<file path="src/rtl/taillight_decoder.sv">
// Receive-side decoder for the turn-signal tail-light FSM: recognises left, right and
// hazard lamp sequences, counts completions and latches a sticky error on illegal patterns.
//
//  state   | meaning
//  --------+--------------------------------------------
//  S_IDLE  | all lamps off, waiting for a sequence start
//  S_L1    | left 001 seen
//  S_L2    | left 011 seen
//  S_L3    | left 111 seen, expecting all-off
//  S_R1    | right 001 seen
//  S_R2    | right 011 seen
//  S_R3    | right 111 seen, expecting all-off
//  S_HAZ   | all six lamps on, expecting all-off
//  S_ERR   | illegal pattern seen, waiting for all-off
module taillight_decoder #(
    parameter int CNT_W = 8
) (
    input  logic             clk,
    input  logic             reset,
    input  logic             sample_en,
    input  logic [2:0]       left,
    input  logic [2:0]       right,
    output logic [1:0]       mode,
    output logic             done,
    output logic             err,
    output logic [CNT_W-1:0] seq_count
);

    typedef enum logic [3:0] {
        S_IDLE,
        S_L1,
        S_L2,
        S_L3,
        S_R1,
        S_R2,
        S_R3,
        S_HAZ,
        S_ERR
    } state_t;

    localparam logic [1:0] MODE_LEFT   = 2'b01;
    localparam logic [1:0] MODE_RIGHT  = 2'b10;
    localparam logic [1:0] MODE_HAZARD = 2'b11;

    state_t           r_state;
    state_t           w_next;
    logic             w_complete;
    logic [1:0]       w_kind;
    logic             w_off;
    logic [1:0]       r_mode;
    logic             r_done;
    logic             r_err;
    logic [CNT_W-1:0] r_cnt;

    assign w_off = (left == 3'b000) && (right == 3'b000);

    always_comb begin
        w_next     = r_state;
        w_complete = 1'b0;
        w_kind     = 2'b00;
        if (sample_en) begin
            case (r_state)
                S_IDLE: begin
                    if (w_off)                                   w_next = S_IDLE;
                    else if (left == 3'b001 && right == 3'b000)  w_next = S_L1;
                    else if (left == 3'b000 && right == 3'b001)  w_next = S_R1;
                    else if (left == 3'b111 && right == 3'b111)  w_next = S_HAZ;
                    else                                         w_next = S_ERR;
                end
                S_L1: w_next = (left == 3'b011 && right == 3'b000) ? S_L2 : S_ERR;
                S_L2: w_next = (left == 3'b111 && right == 3'b000) ? S_L3 : S_ERR;
                S_R1: w_next = (left == 3'b000 && right == 3'b011) ? S_R2 : S_ERR;
                S_R2: w_next = (left == 3'b000 && right == 3'b111) ? S_R3 : S_ERR;
                S_L3, S_R3, S_HAZ: begin
                    if (w_off) begin
                        w_next     = S_IDLE;
                        w_complete = 1'b1;
                        w_kind     = (r_state == S_L3) ? MODE_LEFT :
                                     (r_state == S_R3) ? MODE_RIGHT : MODE_HAZARD;
                    end else begin
                        w_next = S_ERR;
                    end
                end
                S_ERR:   w_next = w_off ? S_IDLE : S_ERR;
                default: w_next = S_ERR;
            endcase
        end
    end

    always_ff @(posedge clk) begin
        if (!reset) begin
            r_state <= S_IDLE;
            r_mode  <= 2'b00;
            r_done  <= 1'b0;
            r_err   <= 1'b0;
            r_cnt   <= '0;
        end else begin
            r_state <= w_next;
            r_done  <= w_complete;
            if (w_complete) begin
                r_mode <= w_kind;
                if (r_cnt != {CNT_W{1'b1}})
                    r_cnt <= r_cnt + CNT_W'(1);
            end
            // err is sticky: set on any sampled edge that lands in ERR, cleared only by reset
            if (sample_en && w_next == S_ERR)
                r_err <= 1'b1;
        end
    end

    assign mode      = r_mode;
    assign done      = r_done;
    assign err       = r_err;
    assign seq_count = r_cnt;

endmodule

</file>
<file path="config.mk">
export PLATFORM = sky130hd
export DESIGN_NAME = taillight_decoder
export DESIGN_NICKNAME = d
export VERILOG_FILES = /design/src/rtl/taillight_decoder.sv
export SDC_FILE = /design/constraint.sdc
export NUM_CORES = 1
export LEC_CHECK = 0
export CORE_MARGIN = 3
export CORE_UTILIZATION = 30
export DETAILED_ROUTE_END_ITERATION = 8
export SLEW_MARGIN = 20
export SYNTH_ARGS = -nofsm -noshare
export SYNTH_HDL_FRONTEND = slang
export SYNTH_SLANG_ARGS = --single-unit
</file>
<file path="constraint.sdc">
create_clock -name clk -period 5.17 [get_ports clk]
set_clock_uncertainty 0.05 [all_clocks]
set_input_delay 1.034 -clock clk [delete_from_list [all_inputs] [get_ports clk]]
set_output_delay 1.034 -clock clk [all_outputs]
set_load 0.02 [all_outputs]
</file>
==> results.cfg, run 1 <==
[clock_network]
cts.clk_slew.worst_paths_ns = 0.09
postCtsSetupRepairBufs = 0
cts_tree = done
clkLatencyLatePin_ns = 0.29
cts_root_buf = clkbuf_4
htree_num_levels = 1
post_cts_resized = 0
tritoncts.num_buffers = 3
postCtsHoldBufs = 0
cts.sinks = 16
clock_path_buffers = 2

[grt]
grt_max_degree = 17
use_met2_pct = 17.6
grt_use_met1_pct = 15.6
grt_pass1_wl_um = 3840
antenna_found_initial = 0
busiest_layer = met2
met3_usage_pct = 3.57
grt_overflow = 0
grt_usage_pct = 11.6
grt_pass1_vias = 827

[job]
cap_viol_max_count = 0

[synth]
ys_types = 43
syn_nets = 135
netlist_area_um2 = 998
synthCells = 125
ys_ff_latch = 16
synthArstFlopShare_pct = 0
synth-main-ff-cell = dfxtp_1
ys_top_cells_by_area = dfxtp_1, nand2_1, o221ai_1
synth_top_area_cell = dfxtp_1
yosysWarnings = 0
synth_seq_area_share_pct = 32.1
yosysTopAreaCellShare_pct = 32.1
syn_area_per_cell_um2 = 7.99
synth_edf_count = 0

[timing]
finalHoldViolations = 0
max_freq_mhz = 331
whs_ns = 0.406
worst_pin_slew_ns = 0.473
relSlewSlack_pct = 68.4
setup_tns_ns = 0
fin_crit_ns = 3.02
setup_viol = 0
finalCritPeriodShare_pct = 58.4
rsz0062_at_grt = false
setup_slack_ns = 2.15
maxSlewViolCount = 0

[setup_path]
slowest_delay_ns = 0.53
cp_top_family = simple AND/OR/NAND/NOR gates
worst_setup_path_start_kind = input pin
endpoint_kind = register
cp.arrival_ns = 3.19
cp.required_ns = 5.34
crit_type = input pin to register
critPathBufInv = 1
cp_slowest_cell = or3_1
crit_fanout = 8
path_cells = clkdlybuf4s50_1, or3_1, nor4_4, o21ai_2, or4_1, a21oi_1

[drt]
ant_nets = 0
vias_per_cell = 5.30
vias = 991
first_iter_violations = 22
routedWlPerCell_um = 11.9
dr.pass1.iters = 4
drc = 0
routed_wirelength_um = 2230

[die]
die-area_um2 = 4060
fp.dieW_um = 63.7
num_io_pins = 21
rows = 20
dieHeight_um = 63.7
start_util_pct = 32.2
core_area_um2 = 3100

[finish]
antenna_cells = 0
drive_above_1_share_pct = 7.69
fin_cells = 187
area_growth_pct = 26.1
fin_nets = 154

[placed_design]
port_buffers = 20
place_ws_ns = 1.83
place_hpwl_um = 1690
gp_congestion = 0.902
dp_cells = 183

[outcome]
status = completed

[power_and_ir_drop]
p_leak_nw = 0.412
p_per_area_nw_per_um2 = 190
ir_drop_mv = 0.146

[min_path]
hp-class = register to register
-- Yosys cell counts, types with 2 or more instances --
cell and count:
o41ai_1 2, a21oi_1 5, o21a_1 2, clkbuf_1 4, nor4_1 5, and2_2 2, nand3_1 6, xor2_1 2
mux2i_1 2, o211ai_1 2, or4_1 3, or3_1 5, nand4_1 2, nand2_1 13, o31ai_1 3, nor2b_1 3
inv_1 5, nand2b_1 5, dfxtp_1 16, nand3b_1 2, nor2_1 8, o221ai_1 4, o21ai_0 2, nor3_1 3
-- sequential cells by signal, indices dropped and copies added (netlist names) --
| name | flops |
|---|---|
| done | 1 |
| err | 1 |
| mode | 2 |
| r_state | 4 |
| seq_count | 8 |
-- power breakdown --
group          internal, mW  switching, mW  total, mW
Combinational        0.0139         0.0165     0.0304
Clock                0.0429         0.0382     0.0811
Sequential            0.125        0.00230      0.127
Total                 0.182         0.0570      0.239
-- cell type report --
class / instances / area, µm²
clock buffers: 4 / 36.3
fillers: 334 / 1840
inverters: 6 / 22.5
multi-input cells: 97 / 624
flip-flops and latches: 16 / 320
well taps: 44 / 55.1
repair buffers: 20 / 200
-- through the flow --
stage / area (µm²) / utilization (%) / total power, mW
floorplan: 998 / - / 0.146
global placement: 1220 / 39.4 / 0.160
detailed placement: 1220 / 39.4 / 0.160
CTS: 1260 / 40.6 / 0.242
global route: 1260 / 40.6 / 0.251
finish: 1260 / 40.6 / 0.239
-- worst register-to-register path: cells and delay by family, from the launching register on --
kind | cells | cell delay, ns
AO/OA/AOI/OAI | 3 | 0.79
AND/OR/NAND/NOR | 1 | 0.71
flip-flops | 1 | 0.46
-- worst paths after layout --
kind / slack [ns] / cells past startpoint / to / startpoint
worst max register to register: 3.06 / 4 / err$_SDFFE_PN0P_ / r_state[1]$_SDFF_PN0_
worst min-delay path: 0.41 / 2 / mode[1]$_SDFFE_PN0P_ / mode[1]$_SDFFE_PN0P_
worst max-delay path: 2.15 / 6 / seq_count[5]$_SDFFE_PN0P_ / right[0]
worst min register to register: 0.41 / 2 / mode[1]$_SDFFE_PN0P_ / mode[1]$_SDFFE_PN0P_
-- logic make-up after synthesis --
group | count (synthesis) | synth area share, %
AOI/OAI and AO/OA | 28 | 20.3
xor gates and xnor gates | 3 | 2.63
adders and majority gates | 1 | 1.25
buffers and inverters | 12 | 5.39
DFF | 16 | 32.1
muxes | 2 | 2.01
and+or+nand+nor | 63 | 36.3
-- cells in the final DEF (no fill, tap or decap), types with 3 or more instances in the layout --
cell | Yosys | routed
clkdlybuf4s50_1 | 0 | 20
nand2_1 | 13 | 13
o221ai_1 | 4 | 4
nor2b_1 | 3 | 3
nand2b_1 | 5 | 5
dfxtp_1 | 16 | 16
or4_1 | 3 | 3
or3_1 | 5 | 5
nor3_1 | 3 | 3
clkbuf_4 | 0 | 3
nor2_1 | 8 | 8
nand3_1 | 6 | 6
nor4_1 | 5 | 5
a21oi_1 | 5 | 5
inv_1 | 5 | 5
o31ai_1 | 3 | 3
-- routing by layer --
metal | share of wire (%) | up-vias
met3 | 4.6 | 4
met4 | 1.0 | 0
li1 | - | 508
met5 | 0 | -
met2 | 45 | 21
met1 | 49 | 458
Note: power is estimated with default switching activity, not from simulation.
==> inputs of run 2 (changes only) <==
Clock period 5.17 ns to 3 ns, I/O delays scaled along.
==> results.cfg, run 2 (synthesis gave the netlist of run 1 again) <==
[outcome]
status = completed

[setup_path]
cp.required_ns = 3.17
cp_slowest_cell = or3_1
crit_fanout = 8
crit_type = input pin to register
rr_worst_depth = 4
worst_setup_path_start_kind = input pin
path_cells = clkdlybuf4s50_1, or3_1, nor4_4, o21ai_2, or4_1, a21oi_1
endpoint_kind = register
cp.arrival_ns = 2.69
slowest_delay_ns = 0.50

[die]
die-area_um2 = 4060
start_util_pct = 32.2
core_area_um2 = 3100
dieHeight_um = 63.7
num_io_pins = 21
rows = 20
fp.dieW_um = 63.7

[placed_design]
gp_congestion = 0.919
place_hpwl_um = 1800
port_buffers = 20

[grt]
grt_pass1_vias = 913
grt_max_degree = 17
antenna_found_initial = 0
grt_pass1_wl_um = 4160
grt_usage_pct = 12.5
grt_overflow = 0

[drt]
routed_wirelength_um = 2370
drc = 0
first_iter_violations = 46
vias = 1014
ant_nets = 0
dr.pass1.iters = 4
vias_per_cell = 5.34
routedWlPerCell_um = 12.5

[timing]
max_freq_mhz = 396
fin_crit_ns = 2.52
finalHoldViolations = 0
setup_viol = 0
maxSlewViolCount = 0
setup_tns_ns = 0
whs_ns = 0.406
rsz0062_at_grt = false
relSlewSlack_pct = 68.6
finalCritPeriodShare_pct = 84.1
worst_pin_slew_ns = 0.471

[finish]
finalCoreUtilization_pct = 41.3
layout_common_cells = clkdlybuf4s50_1, dfxtp_1, nand2_1
drive_above_1_share_pct = 9.59
largest_register_ffs = 8
area_growth_pct = 28.3
fin_nets = 157
antenna_cells = 0
layout_commonest_cell = clkdlybuf4s50_1

[clock_network]
cts.sinks = 16
postCtsSetupRepairBufs = 0
postCtsHoldBufs = 0
htree_num_levels = 1
clock_path_buffers = 2
cts_tree = done
cts.clk_slew.worst_paths_ns = 0.09
tritoncts.num_buffers = 3
clkLatencyLatePin_ns = 0.28
post_cts_resized = 0
cts_root_buf = clkbuf_4

[min_path]
hp-class = register to register
whs_path_depth = 2

[power_and_ir_drop]
p_leak_nw = 0.426
power.total_mw = 0.413
p_per_area_nw_per_um2 = 323
ir_drop_mv = 0.225

[job]
cap_viol_max_count = 0
## run 2: report_power, final
part	total (mW)	internal [mW]	switching (mW)
clock network	0.139	0.0739	0.0649
logic	0.0554	0.0262	0.0292
registers	0.219	0.215	0.00399
total	0.413	0.315	0.0981
## run 2: layout make-up
cell class,instances,area [µm²]
fillers,340,1820
multi-input cells,97,624
flip-flops and latches,16,320
repair buffers,23,223
well taps,44,55.1
clock buffers,4,36.3
inverters,6,22.5
## run 2: path summary, 6_finish.rpt
kind                            slack, ns                        end             startpoint
worst max-delay path                 0.48  seq_count[3]$_SDFFE_PN0P_                left[1]
worst min-delay path                 0.41       mode[0]$_SDFFE_PN0P_   mode[0]$_SDFFE_PN0P_
worst max register to register       0.88           err$_SDFFE_PN0P_  r_state[0]$_SDFF_PN0_
worst min register to register       0.41       mode[0]$_SDFFE_PN0P_   mode[0]$_SDFFE_PN0P_
## run 2: worst max-delay path: cells and delay by family
family,cells,cell delay [ns]
AO/OA/AOI/OAI,2,0.32
AND/OR/NAND/NOR,3,1.30
buffers and inverters,1,0.47
## run 2: stage by stage
stage	std cells	setup WS, ns	area [µm²]
2_1_floorplan	125	0.733	998
3_3_place_gp	186	0.222	1240
3_5_place_dp	186	0.163	1240
4_1_cts	190	0.481	1280
5_1_grt	190	0.382	1280
6_report	190	0.477	1280
## run 2: per-layer routing
| layer | part of all wire, % | vias to the layer above | track usage [%] |
|---|---|---|---|
| li1 | - | 507 | - |
| met1 | 48 | 483 | 16.9 |
| met2 | 47 | 22 | 19.7 |
| met3 | 4.5 | 2 | 3.21 |
| met4 | 0.63 | 0 | 3.23 |
| met5 | 0 | - | 0 |
==> inputs of run 3 (changes only) <==
Clock period 3 ns to 2.1 ns, I/O delays scaled along.
==> results.cfg, run 3 (synthesis gave the netlist of run 1 again) <==
[outcome]
status = completed

[drt]
drc = 0
vias = 1108
dr.pass1.iters = 4
ant_nets = 0
first_iter_violations = 39
routedWlPerCell_um = 13.2
routed_wirelength_um = 2830
vias_per_cell = 5.18

[timing]
setup_viol = 0
worst_pin_slew_ns = 0.400
max_freq_mhz = 506
relSlewSlack_pct = 73.1
maxSlewViolCount = 0
finalHoldViolations = 0
finalCritPeriodShare_pct = 94.1
fin_crit_ns = 1.98

[placed_design]
postPlaceCellArea_um2 = 1400
port_buffers = 20
gp_congestion = 0.884
place_hpwl_um = 2090

[grt]
grt_max_degree = 16
grt_usage_pct = 15.3
grt_pass1_wl_um = 5000
grt_pass1_vias = 1103
grt_overflow = 0
antenna_found_initial = 0

[setup_path]
cp.required_ns = 2.26
rrSetupSlack_ns = 0.17
worst_setup_path_start_kind = input pin
r2r_start = r_state[3]$_SDFF_PN0_
reg2reg_to = err$_SDFFE_PN0P_
cp.arrival_ns = 2.14
endpoint_kind = register
crit_start = left[1]
crit_type = input pin to register
rr_worst_depth = 4
crit_fanout = 5

[die]
dieHeight_um = 63.7
start_util_pct = 32.2
rows = 20
num_io_pins = 21
die-area_um2 = 4060
core_area_um2 = 3100
fp.dieW_um = 63.7

[power_and_ir_drop]
ir_drop_mv = 0.379
p_leak_nw = 0.577
power.total_mw = 0.581
p_per_area_nw_per_um2 = 378

[min_path]
whs_path_depth = 2
hp-class = register to register
whs_endpoint = mode[0]$_SDFFE_PN0P_
hold_path_startpoint = mode[0]$_SDFFE_PN0P_

[clock_network]
cts_root_buf = clkbuf_4
htree_num_levels = 1
postCtsHoldBufs = 0
cts.sinks = 16
cts_tree = done
tritoncts.num_buffers = 3
cts.clk_slew.worst_paths_ns = 0.09
clock_path_buffers = 2
clkLatencyLatePin_ns = 0.28

[finish]
drive_above_1_share_pct = 30.0
regArea_um2 = 320
area_growth_pct = 54.0
finalCoreUtilization_pct = 49.6
multi_input_area_um2 = 707
layout_common_cells = buf_4, dfxtp_1, nand2_1, clkdlybuf4s50_1, nor2_1
antenna_cells = 0
stdcell_area_um2 = 1540
layout_commonest_cell = buf_4
largest_register_ffs = 8
nFillCells = 313
fin_nets = 182

[job]
cap_viol_max_count = 0
## run 3: area by class of cell
cell class	count	area share [%]
timing repair buffer	48	26.7
sequential	16	20.8
multi-input combinational	97	46.0
inverter	6	1.46
clock buffer	3	1.46
tap	44	3.58
## run 3: per-layer routing
metal / track usage [%] / vias to the layer above / wire length [µm]
li1: - / 562 / -
met1: 20.0 / 516 / 1240
met2: 26.1 / 24 / 1410
met3: 3.39 / 6 / 136
met4: 2.43 / 0 / 44
met5: 0 / - / 0
## run 3: what timing repair did
item,in CTS,in global routing
endpoints found under the setup margin,6,8
pin swaps,6,8
resized for setup,11,13
buffers inserted,3,1
## run 3: worst max-delay path by stage
stage | cells past startpoint | slack, ns | to
2_1_floorplan | 6 | 0.01 | seq_count[5]$_SDFFE_PN0P_
3_5_place_dp | 6 | -0.44 | seq_count[5]$_SDFFE_PN0P_
4_1_cts | 7 | 0.002 | err$_SDFFE_PN0P_
3_3_place_gp | 6 | -0.38 | seq_count[3]$_SDFFE_PN0P_
6_report | 6 | 0.12 | seq_count[5]$_SDFFE_PN0P_
5_1_grt | 7 | -0.01 | seq_count[1]$_SDFFE_PN0P_
## run 3: power by group
part	internal, mW	switching [mW]	total [mW]	leakage [nW]
sequential	0.307	0.00577	0.313	0.129
combinational	0.0570	0.0536	0.111	0.434
clock	0.0665	0.0906	0.157	0.0138
## run 3: critical path, stage by stage
cell and delay [ns]:
dlygate4sd2_1 0.24, or3_4 0.34, nor4_4 0.33, o21ai_2 0.14, or4_4 0.50, a21oi_2 0.16
## run 3: per-stage QoR
stage / std cells / hold slack, ns / TNS [ns] / setup WS, ns
CTS: 213 / 0.411 / 0 / 0.00177
detailed placement: 207 / 0.395 / -3.90 / -0.438
global placement: 207 / 0.393 / -3.60 / -0.378
floorplan: 125 / 0.479 / 0 / 0.0130
global route: 214 / 0.450 / -0.0118 / -0.0118
finish: 214 / 0.407 / 0 / 0.124
